<file path="config.mk">
export PLATFORM = sky130hd
export DESIGN_NAME = fifo_rd_arbiter
export DESIGN_NICKNAME = d
export VERILOG_FILES = /design/src/rtl/fifo_rd_arb_pkg.sv /design/src/rtl/fifo_rd_arbiter_rr_pick.sv /design/src/rtl/fifo_rd_arbiter.sv
export SDC_FILE = /design/constraint.sdc
export NUM_CORES = 1
export LEC_CHECK = 0
export CORE_MARGIN = 1
export CORE_UTILIZATION = 45
export DETAILED_ROUTE_END_ITERATION = 12
export PLACE_DENSITY = 0.77
export SYNTH_ARGS = -nofsm -noshare
export SYNTH_HDL_FRONTEND = slang
export SYNTH_SLANG_ARGS = --single-unit
</file>
<file path="constraint.sdc">
create_clock -name rd_clk -period 3.3 [get_ports rd_clk]
set_input_delay 0.33 -clock rd_clk [delete_from_list [all_inputs] [get_ports rd_clk]]
set_output_delay 0.33 -clock rd_clk [all_outputs]
set_load 0.01 [all_outputs]
</file>
<file path="src/rtl/fifo_rd_arb_pkg.sv">
// Shared types and helpers for the FIFO read-port round-robin arbiter.
// Holds the FSM state type, default parameter values and a one-hot decoder.
package fifo_rd_arb_pkg;

  localparam int DEF_N_REQ   = 4;
  localparam int DEF_BURST_W = 4;
  localparam int DEF_RD_LAT  = 1;
  localparam int DEF_TIMEOUT = 16;

  // Widest requester vector the decoder accepts
  localparam int MAX_REQ = 8;

  typedef enum logic {
    IDLE  = 1'b0,
    BURST = 1'b1
  } arb_state_t;

  // Converts a one-hot (or zero) vector into the index of its set bit
  function automatic logic [2:0] onehot_to_idx(input logic [MAX_REQ-1:0] onehot);
    logic [2:0] idx;
    idx = '0;
    for (int i = 0; i < MAX_REQ; i++) begin
      if (onehot[i]) begin
        idx = idx | 3'(i);
      end
    end
    return idx;
  endfunction

endpackage

</file>
<file path="src/rtl/fifo_rd_arbiter_rr_pick.sv">
// Combinational round-robin picker: finds the first requester above the
// previous winner, wrapping around, and reports it as one-hot and as index.
module rr_pick #(
  parameter int N_REQ = 4,
  parameter int IDX_W = 2
) (
  input  logic [N_REQ-1:0] i_req,
  input  logic [IDX_W-1:0] i_rr_last,
  output logic [N_REQ-1:0] o_winner,
  output logic [IDX_W-1:0] o_idx,
  output logic             o_any_req
);

  logic [IDX_W-1:0] w_cand;
  logic             w_found;

  // Scan requesters starting just after the last winner, take the first one set
  always_comb begin
    o_winner  = '0;
    o_idx     = '0;
    w_found   = 1'b0;
    w_cand    = '0;
    o_any_req = |i_req;
    for (int k = 1; k <= N_REQ; k++) begin
      w_cand = IDX_W'((int'(i_rr_last) + k) % N_REQ);
      if (!w_found && i_req[w_cand]) begin
        w_found          = 1'b1;
        o_idx            = w_cand;
        o_winner[w_cand] = 1'b1;
      end
    end
  end

endmodule

</file>
<file path="src/rtl/fifo_rd_arbiter.sv">
// Round-robin scheduler sharing one FIFO read port between N_REQ consumers.
// Grants one burst at a time, gates the read enable with the empty flag and
// returns per-consumer data-valid strobes aligned to the FIFO read latency.
// Optional stall timeout abort: define FIFO_RD_ARB_TIMEOUT_EN.
module fifo_rd_arbiter
  import fifo_rd_arb_pkg::*;
#(
  parameter int N_REQ   = DEF_N_REQ,
  parameter int BURST_W = DEF_BURST_W,
  parameter int RD_LAT  = DEF_RD_LAT,
  parameter int TIMEOUT = DEF_TIMEOUT
) (
  input  logic                     rd_clk,
  input  logic                     rd_rst_n,
  input  logic [N_REQ-1:0]         req,
  input  logic [N_REQ*BURST_W-1:0] req_len,
  input  logic                     fifo_empty,
  output logic                     fifo_rd_en,
  output logic [N_REQ-1:0]         gnt,
  output logic [N_REQ-1:0]         rd_valid,
  output logic [N_REQ-1:0]         done,
  output logic                     busy,
  output logic                     err
);

  localparam int IDX_W = (N_REQ > 1) ? $clog2(N_REQ) : 1;

  arb_state_t         r_state;
  logic [N_REQ-1:0]   r_gnt;
  logic [N_REQ-1:0]   r_done;
  logic [IDX_W-1:0]   r_rr_last;
  logic [BURST_W-1:0] r_remaining;
  logic [N_REQ-1:0]   r_valid_sr [RD_LAT];

  logic [N_REQ-1:0]   w_pick_onehot;
  logic [IDX_W-1:0]   w_pick_idx;
  logic               w_any_req;
  logic [IDX_W-1:0]   w_gnt_idx;
  logic               w_req_held;
  logic               w_rd_en;
  logic [BURST_W-1:0] w_len_arr [N_REQ];
  logic [BURST_W-1:0] w_pick_len;

`ifdef FIFO_RD_ARB_TIMEOUT_EN
  localparam int STALL_W = $clog2(TIMEOUT) + 1;
  logic [STALL_W-1:0] r_stall;
  logic               r_err;
`endif

  rr_pick #(
    .N_REQ (N_REQ),
    .IDX_W (IDX_W)
  ) u_rr_pick (
    .i_req     (req),
    .i_rr_last (r_rr_last),
    .o_winner  (w_pick_onehot),
    .o_idx     (w_pick_idx),
    .o_any_req (w_any_req)
  );

  // Unpack the flat burst-length bus so the winner's length can be selected by index
  always_comb begin
    for (int i = 0; i < N_REQ; i++) begin
      w_len_arr[i] = req_len[i*BURST_W +: BURST_W];
    end
  end

  assign w_pick_len = w_len_arr[w_pick_idx];
  assign w_gnt_idx  = IDX_W'(onehot_to_idx(MAX_REQ'(r_gnt)));
  assign w_req_held = req[w_gnt_idx];
  assign w_rd_en    = (r_state == BURST) && !fifo_empty && w_req_held;

  // Arbitration FSM: pick a winner in IDLE, count reads down in BURST, end on last read or abort
  always_ff @(posedge rd_clk) begin
    if (!rd_rst_n) begin
      r_state     <= IDLE;
      r_gnt       <= '0;
      r_done      <= '0;
      r_rr_last   <= IDX_W'(N_REQ - 1);
      r_remaining <= '0;
`ifdef FIFO_RD_ARB_TIMEOUT_EN
      r_stall     <= '0;
      r_err       <= 1'b0;
`endif
    end else begin
      r_done <= '0;
`ifdef FIFO_RD_ARB_TIMEOUT_EN
      r_err  <= 1'b0;
`endif
      case (r_state)
        IDLE: begin
          if (w_any_req && !fifo_empty) begin
            r_state     <= BURST;
            r_gnt       <= w_pick_onehot;
            r_remaining <= (w_pick_len == '0) ? BURST_W'(1) : w_pick_len;
`ifdef FIFO_RD_ARB_TIMEOUT_EN
            r_stall     <= '0;
`endif
          end
        end
        BURST: begin
          if (!w_req_held) begin
            r_done      <= r_gnt;
            r_rr_last   <= w_gnt_idx;
            r_gnt       <= '0;
            r_remaining <= '0;
            r_state     <= IDLE;
          end else if (!fifo_empty) begin
            r_remaining <= r_remaining - BURST_W'(1);
`ifdef FIFO_RD_ARB_TIMEOUT_EN
            r_stall     <= '0;
`endif
            if (r_remaining == BURST_W'(1)) begin
              r_done    <= r_gnt;
              r_rr_last <= w_gnt_idx;
              r_gnt     <= '0;
              r_state   <= IDLE;
            end
          end
`ifdef FIFO_RD_ARB_TIMEOUT_EN
          else if (r_stall == STALL_W'(TIMEOUT - 1)) begin
            r_err       <= 1'b1;
            r_done      <= r_gnt;
            r_rr_last   <= w_gnt_idx;
            r_gnt       <= '0;
            r_remaining <= '0;
            r_stall     <= '0;
            r_state     <= IDLE;
          end else begin
            r_stall <= r_stall + STALL_W'(1);
          end
`endif
        end
        default: r_state <= IDLE;
      endcase
    end
  end

  // Delay each granted read by the FIFO latency so the strobe lines up with the data
  always_ff @(posedge rd_clk) begin
    if (!rd_rst_n) begin
      for (int i = 0; i < RD_LAT; i++) begin
        r_valid_sr[i] <= '0;
      end
    end else begin
      r_valid_sr[0] <= w_rd_en ? r_gnt : '0;
      for (int i = 1; i < RD_LAT; i++) begin
        r_valid_sr[i] <= r_valid_sr[i-1];
      end
    end
  end

  assign fifo_rd_en = w_rd_en;
  assign gnt        = r_gnt;
  assign done       = r_done;
  assign rd_valid   = r_valid_sr[RD_LAT-1];
  assign busy       = (r_state != IDLE);
`ifdef FIFO_RD_ARB_TIMEOUT_EN
  assign err        = r_err;
`else
  assign err        = 1'b0;
`endif

endmodule

</file>
==> results by group <==
Final layout
  • P&R area growth vs syn: 29.5%
  • Final core utilization: 0.630
  • Final nets: 251
  • Layout cell share with drive strength beyond 1: 0.111
  • Number of fill cells: 285
  • Antenna Cells: 0
  • Multi-input logic area: 0.00102 mm2
  • FF+latch area: 380 um2

Logic synthesis
  • Top FF cell, synth: dfxtp_1
  • Syn_area_per_cell: 8.62 um2
  • Yosys Warn Count: 0
  • EDFF count, synth: 0
  • Sequential area share after synthesis: 0.248
  • Synth async-reset ratio: 0
  • Post-Syn Instances: 178
  • Synth Register Bits: 19
  • Count of cell types in the netlist: 52
  • Synthesized cell area: 0.00153 mm2
  • Synthesized Nets: 211

Detailed routing
  • Drt first-iter violations: 62
  • DR WL met3: 223 um
  • Via count: 1540
  • First-pass iteration count of the detailed router: 4
  • Metal-1 WL: 1520 um
  • Antenna Nets Post-Route: 0
  • Top Metal Used: met4
  • Detailed Route WL: 3630 um
  • Post-DR wirelength/cell: 13.9 um
  • Vias/cell: 5.90
  • Residual DRC: 0
  • Met2 wire len: 1800 um

GRT
  • Antenna violations before repair: 0
  • Largest net degree at the start of global routing: 21
  • First-pass GRT wire length: 5980 um
  • Remaining global-route overflow: 0
  • Number of global-route vias before repair: 1395
  • Total track usage: 0.214

Floorplan
  • Chip height: 60.4 um
  • Initial Util: 0.487
  • Die area: 0.00365 mm2
  • # rows: 20
  • CORE AREA: 0.00315 mm2
  • I/O pin count: 38
  • Die Span X: 60.4 um

Clock network
  • Num CTS Buffers: 3
  • Clock transition at the registers of the reported paths: 100 ps
  • Setup Fix Bufs, Post-CTS: 0
  • CTS Sinks: 19
  • Cts repair resizes: 0
  • Root buf cell: clkbuf_4
  • H-tree Lvls: 1
  • Worst-skew pair later-pin latency: 300 ps
  • CTS tree: yes
  • Clock Path Buffers: 2
  • Hold-fix buffers, CTS: 0

STA
  • Final hold violations: 0
  • Tmin final: 2920 ps
  • Min Hold Slack: 519 ps
  • Clock Skew: 6.80 ps
  • Count of final setup violators: 0
  • RSZ-0062 raised after global routing: no
  • Setup TNS: 0 ps
  • Period utilization: 0.885
  • Max Clk Rate: 343 MHz
  • Max-slew headroom: 0.611
  • Worst slew pin tran: 580 ps
  • Slew Viols, Final: 0

Run status
  • Status: finished clean

Power and ir drop
  • Pleak: 0.844 nW
  • Cell Pwr Density: 397 mW/mm2
  • Peak supply drop: 246 uV

Critical path
  • Critical path capture point type: primary output
  • CP Data Required Time: 2970 ps
  • Critical path type: in2out
  • R2R depth: 9
  • Crit Path Max Fanout: 7
  • Critical Path AT: 2590 ps
  • Startpoint Class: input port

Flow run
  • Max_cap viols: 0

Place
  • Routability cong.: 0.846
  • DP Wirelength: 2850 um
  • I/O Buffers: 36

Worst hold path
  • Min-Delay Path Class: reg2reg
  • Hold Path Depth: 1
==> sequential cells by signal, indices dropped and copies added (netlist names) <==
signal	flops
r_rr_last	2
busy	1
done	4
r_remaining	4
r_valid_sr	4
gnt	4
==> cells in the mapped netlist (all sizes together) (3+ instances only) <==
cell / count / area (um2)
dfxtp: 19 / 380
inv: 13 / 48.8
a22oi: 12 / 90.1
o21ai: 12 / 60.1
ha: 10 / 125
and3: 8 / 50.1
nor2: 8 / 30.0
o211ai: 8 / 60.1
clkbuf: 7 / 26.3
buf: 6 / 53.8
nand2: 6 / 22.5
nor2b: 6 / 37.5
a21oi: 3 / 15.0
and2: 3 / 21.3
mux2i: 3 / 30.0
nand2b: 3 / 18.8
nor3: 3 / 15.0
o221ai: 3 / 26.3
==> per-layer routing <==
metal / GRT usage / vias to the layer above
met5: 0 / -
met4: 0.116 / 0
met3: 0.0213 / 11
met2: 0.391 / 66
met1: 0.243 / 704
li1: - / 759
==> worst max-delay path, cell delays in order <==
cell	delay [ps]
clkdlybuf4s50_1	590
nor2b_1	150
a2111oi_0	80
buf_4	170
nor3_1	240
nand2_1	180
nor2_1	260
clkdlybuf4s50_1	590
==> placed cells by master, fill, tap and decap left out, types with 6 or more instances in the layout <==
cell,instances
a22oi_1,12
and3_1,8
buf_4,12
clkdlybuf4s50_1,36
dfxtp_1,19
ha_1,10
inv_1,13
nand2_1,6
nor2_1,8
nor2b_1,6
o211ai_1,8
o21ai_0,12
==> cells by family after synthesis <==
group           after synthesis  share of synthesized area
compound gates               64                      0.321
simple gates                 51                      0.196
buf+inv                      26                     0.0840
flops                        19                      0.248
fa+ha+maj                    10                     0.0816
mux                           6                     0.0612
other cells                   1                    0.00244
xor+xnor                      1                    0.00571
==> through the flow <==
stage | total power [mW] | instances | setup WS [ps] | instance area (um2)
2_1_floorplan | 0.566 | 178 | 152 | 1530
3_3_place_gp | 0.660 | 257 | 409 | 1960
3_5_place_dp | 0.675 | 257 | 379 | 1960
4_1_cts | 0.787 | 261 | 404 | 1990
5_1_grt | 0.851 | 261 | 183 | 1990
6_report | 0.789 | 261 | 380 | 1990
==> layout make-up <==
type                       count  area share
multi-input combinational    133       0.516
timing repair buffer          48       0.227
sequential                    19       0.191
tap                           44      0.0277
inverter                      13      0.0246
clock buffer                   3      0.0113
clock inverter                 1     0.00252
==> power breakdown <==
group	switching, mW	internal [mW]
Combinational	0.201	0.199
Clock	0.0698	0.0452
Sequential	0.0238	0.250
==> final timing paths <==
path	from	endpoint	slack (ps)
setup / recovery	req[0]	fifo_rd_en	380
hold / removal	gnt[0]$_SDFFE_PN0P_	r_valid_sr[0][0]$_SDFF_PN0_	520
setup reg to reg	r_rr_last[0]$_SDFFE_PN1P_	r_remaining[3]$_SDFFE_PN0P_	580
hold reg to reg	gnt[0]$_SDFFE_PN0P_	r_valid_sr[0][0]$_SDFF_PN0_	520
No activity file was read; power rests on OpenSTA's default activity.
==> RTL change 1 (config.mk and constraints unchanged) <==
Add a define of `FIFO_RD_ARB_TIMEOUT_EN`.
--- a/src/rtl/fifo_rd_arbiter.sv
+++ b/src/rtl/fifo_rd_arbiter.sv
@@ -4,2 +4,4 @@
 // Optional stall timeout abort: define FIFO_RD_ARB_TIMEOUT_EN.
+`define FIFO_RD_ARB_TIMEOUT_EN
+
 module fifo_rd_arbiter
Function: no difference found for any inputs over 4 cycles, from zero or initial values and one cycle with rd_rst_n low; that may be too few to reach the edited logic, so the function may still have changed.
==> RTL change 1 against the original RTL <==
Cell area increased by 14%. Sequential cell count increased by 6. Setup slack improved by 79 ps. First-iteration DRC count increased by 73%. Total power increased by 11%. Sequential power increased by 24%. Routed wire length increased by 16%. Area after synthesis increased by 16%. Critical endpoint unchanged. Largest cell class unchanged.
==> RTL change 1: results (changes against the original RTL) <==
Via count of the first global-routing pass: 1,653 (+18%)
Worst-path fanout max: 12 (+5)
Outcome: completed
Final estimated routing congestion in global placement: 0.891 (+5.4%)
Placed wire-length estimate: 3180 um (+12%)
Number of distinct library cell variants in the gate-level netlist after synthesis: 51 (-1.9%)
Synth cell count leaders: sky130_fd_sc_hd__dfxtp_1, sky130_fd_sc_hd__nor2_1, sky130_fd_sc_hd__o21ai_0, sky130_fd_sc_hd__a22oi_1
Met2 wire length: 2000 um (+11%)
DRC violation total after the first TritonRoute iteration: 107 (+73%)
HP Start: r_stall[4]$_SDFFE_PN0P_
Vias after detailed routing: 1,803 (+17%)
Leakage power: 0.899 nW (+6.5%)
Slew Limit Headroom: 48.3% (-13 points)
Routed length on met3: 222 um (-0.45%)
All-layer global routing usage: 21.3% (-0.086 points)
Clock latency of the later-clocked register in the worst-skew pair: 270 ps (-30 ps)
Clock tree root buffer cell: sky130_fd_sc_hd__clkbuf_8
Total wire length after detailed routing: 4220 um (+16%)
Fillers: 357 (+25%)
Data arrival time of the critical path: 2510 ps (-80 ps)
Worst reg2reg path startpoint: r_rr_last[1]$_SDFFE_PN1P_
VDD IR max: 0.000163 V (-34%)
Metal1 wirelength: 1960 um (+29%)
Clk_skew: 9.58 ps (+2.78 ps)
Post-Syn Nets: 250 (+18%)
Main area contributors after synthesis: sky130_fd_sc_hd__dfxtp_1, sky130_fd_sc_hd__ha_1, sky130_fd_sc_hd__a22oi_1, sky130_fd_sc_hd__nor2_1, sky130_fd_sc_hd__o21ai_0
## RTL change 1: changes by cell type after synthesis, sizes merged, moves of 3 or more
cell   before  now
nand3       2    6
o21ai      12   16
a21oi       3   10
o21a        1    4
nor3        3    7
a22o        0    3
mux2i       3    6
nand2       6    9
dfxtp      19   25
nor2        8   23
## RTL change 1: metrics by stage
| step | setup WS [ps] | std cells | total power [mW] | hold slack, ps | instance area [um2] |
|---|---|---|---|---|---|
| finish | 459 | 303 | 0.875 | 464 | 2270 |
| global route | 320 | 303 | 0.928 | 482 | 2270 |
| CTS | 474 | 303 | 0.875 | 462 | 2270 |
| detailed placement | 310 | 299 | 0.696 | 446 | 2230 |
| global placement | 379 | 299 | 0.689 | 441 | 2230 |
| floorplan | 60.3 | 216 | 0.590 | 425 | 1790 |
## RTL change 1: logic make-up (layout without fill, tap and decap cells)
group	Yosys count	after routing	synth area share, %
simple gates	76	76	22.3
compound gates	70	70	28.6
flops	25	25	28.0
buf+inv	23	62	5.74
fa+ha+maj	11	11	7.70
mux	10	10	7.14
xor+xnor	1	1	0.490
## RTL change 1: worst paths after layout
path / endpoint / slack (ps) / cells past startpoint
worst min-delay path: r_stall[4]$_SDFFE_PN0P_ / 460 / 2
worst max-delay path: fifo_rd_en / 460 / 7
worst min register to register: r_stall[4]$_SDFFE_PN0P_ / 460 / 2
worst max register to register: r_remaining[0]$_SDFFE_PN0P_ / 560 / 10
## RTL change 1: final cells by class
class	count	area [um2]	share of cell area, %
multi-input combinational	168	1180	52.1
sequential	25	500	22.0
timing repair buffer	46	438	19.3
tap	48	60.1	2.64
inverter	12	45.0	1.98
clock buffer	3	41.3	1.82
clock inverter	1	5.00	0.220
## RTL change 1: report_power, final
group / leakage (nW) / switching (mW) / internal (mW)
combinational: 0.670 / 0.186 / 0.168
sequential: 0.203 / 0.0213 / 0.319
clock: 0.0255 / 0.0959 / 0.0845
## RTL change 1: worst max-delay path, cell delays in order
cell                              delay, ps
sky130_fd_sc_hd__clkdlybuf4s50_1        700
sky130_fd_sc_hd__mux2i_1                130
sky130_fd_sc_hd__mux2i_1                180
sky130_fd_sc_hd__o221ai_1               170
sky130_fd_sc_hd__or2_2                  370
sky130_fd_sc_hd__inv_1                  100
sky130_fd_sc_hd__clkdlybuf4s50_1        530
## RTL change 1: layer usage
layer	up-vias	GRT usage [%]
met4	0	5.16
met2	67	37.1
met5	-	0
met3	4	3.35
met1	837	27.3
li1	895	-
==> RTL change 2 (same flow settings) <==
Made on the original files. Reset style: asynchronous (`rd_rst_n`), changed in 2 clocked blocks.
--- a/src/rtl/fifo_rd_arbiter.sv
+++ b/src/rtl/fifo_rd_arbiter.sv
@@ -73,3 +73,3 @@
   // Arbitration FSM: pick a winner in IDLE, count reads down in BURST, end on last read or abort
-  always_ff @(posedge rd_clk) begin
+  always_ff @(posedge rd_clk or negedge rd_rst_n) begin
     if (!rd_rst_n) begin
@@ -139,3 +139,3 @@
   // Delay each granted read by the FIFO latency so the strobe lines up with the data
-  always_ff @(posedge rd_clk) begin
+  always_ff @(posedge rd_clk or negedge rd_rst_n) begin
     if (!rd_rst_n) begin
Check against the original RTL: differs if rd_rst_n is asserted again (counterexample within 4 cycles, from zero or initial values and one cycle with rd_rst_n low); with rd_rst_n held inactive, the same outputs for 4 cycles.
==> RTL change 2 against the original RTL <==
Setup slack lost 120 ps. Sequential cell count stayed put. Area after synthesis shrank 0.24%. Critical path type unchanged. Highest routed layer unchanged. Routed wire length shrank 0.91%. Utilization fell by 0.14 points. Cell area shrank 1.0%. Global-route usage is 0.56 points lower. Critical endpoint unchanged.
Power is not compared: it rests on default switching activity, and its combinational part moved more than twofold at a synthesized area within 25%.
==> RTL change 2: results (changes against the original RTL) <==
Outcome: completed
Worst slack at placement: 194 ps (-184 ps)
Number of distinct library cell variants in the gate-level netlist after synthesis: 54 (+3.8%)
Via count of the first global-routing pass: 1,309 (-6.2%)
DRC violation total after the first TritonRoute iteration: 43 (-31%)
Worst-path fanout max: 12 (+5)
Placed wire-length estimate: 2800 um (-1.8%)
Number of optimization iterations in the first detailed-route pass: 5 (+1)
Least setup slack across all paths after layout: 256 ps (-125 ps)
Synth cell count leaders: sky130_fd_sc_hd__dfrtp_1, sky130_fd_sc_hd__o21ai_0, sky130_fd_sc_hd__nor2_1, sky130_fd_sc_hd__inv_1
All-layer global routing usage: 20.8% (-0.56 points)
Clk_skew: 5.68 ps (-1.12 ps)
Worst reg2reg path startpoint: r_rr_last[1]$_DFFE_PN1P_
Main area contributors after synthesis: sky130_fd_sc_hd__dfrtp_1, sky130_fd_sc_hd__ha_1, sky130_fd_sc_hd__o21ai_0, sky130_fd_sc_hd__and2_1, sky130_fd_sc_hd__dfstp_2
Slowest Stage Delay on Critical Path: 700 ps (+110 ps)
Path class of the lowest-slack min-delay path: in2async
Worst slew pin tran: 844 ps (+265 ps)
Data arrival time of the critical path: 2710 ps (+120 ps)
Fraction of final layout cells sized beyond drive strength 1: 11.3% (+0.28 points)
Fillers: 267 (-6.3%)
Total wire length after detailed routing: 3600 um (-0.91%)
Final estimated routing congestion in global placement: 0.862 (+1.9%)
Synth async-reset ratio: 100% (+100 points)
Final non-filler cell total: 238 (-8.8%)
Placed cells: 234 (-8.9%)
First-pass GRT wire length: 5740 um (-4.0%)
Reg2reg setup slack: 270 ps (-310 ps)
## RTL change 2: final timing paths
check,to,depth (start not counted)
max,fifo_rd_en,6
max in group asynchronous,r_remaining[1]$_DFFE_PN0P_,1
min in group rd_clk,rd_valid[0]$_DFF_PN0_,1
min,done[0]$_DFF_PN0_,1
min reg2reg,rd_valid[0]$_DFF_PN0_,1
max reg2reg,r_remaining[0]$_DFFE_PN0P_,9
## RTL change 2: layout make-up
class,instances,area (um2),area share [%]
Sequential cell,19,478,24.3
Timing Repair Buffer,39,383,19.5
Multi-Input combinational cell,121,982,49.9
Clock buffer,3,22.5,1.15
Clock inverter,1,5.00,0.254
Tap cell,44,55.1,2.80
Inverter,11,41.3,2.10
## RTL change 2: per-layer routing
| layer | vias to the layer above | wire length, um | global-route usage [%] | part of all wire (%) |
|---|---|---|---|---|
| met5 | - | 0 | 0 | 0 |
| met4 | 0 | 63 | 8.97 | 1.8 |
| met3 | 9 | 129 | 2.81 | 3.6 |
| met2 | 38 | 1770 | 34.7 | 49 |
| met1 | 653 | 1630 | 26.9 | 45 |
| li1 | 669 | - | - | - |
## RTL change 2: kinds of logic (layout without fill, tap and decap cells)
| group | after synthesis | in the layout | share of synthesized area [%] |
|---|---|---|---|
| AO/OA/AOI/OAI | 48 | 48 | 24.4 |
| adder cells (fa/ha/maj) | 10 | 10 | 8.18 |
| buffers and inverters | 19 | 54 | 5.72 |
| flip-flops | 19 | 19 | 31.2 |
| multiplexers | 12 | 12 | 11.9 |
| other | 1 | 1 | 0.245 |
| AND/OR/NAND/NOR | 50 | 50 | 18.3 |
## RTL change 2: repair_timing
item / 4_1_cts / 5_1_grt
resized for setup: 0 / 1
endpoints found under the hold margin: 0 / 0
endpoints found under the setup margin: 0 / 1
## RTL change 2: metrics by stage
step           hold slack [ps]  instance area, um2  total power, mW
2_1_floorplan             34.4                1540             1.05
3_3_place_gp               512                1930             1.29
3_5_place_dp               519                1930             1.33
4_1_cts                    522                1960             1.45
5_1_grt                    559                1970             1.57
6_report                   501                1970             1.46
## RTL change 2: where the power goes
group / switching [mW] / internal (mW)
logic: 0.500 / 0.454
registers: 0.0795 / 0.307
clock network: 0.0723 / 0.0452
total: 0.652 / 0.807
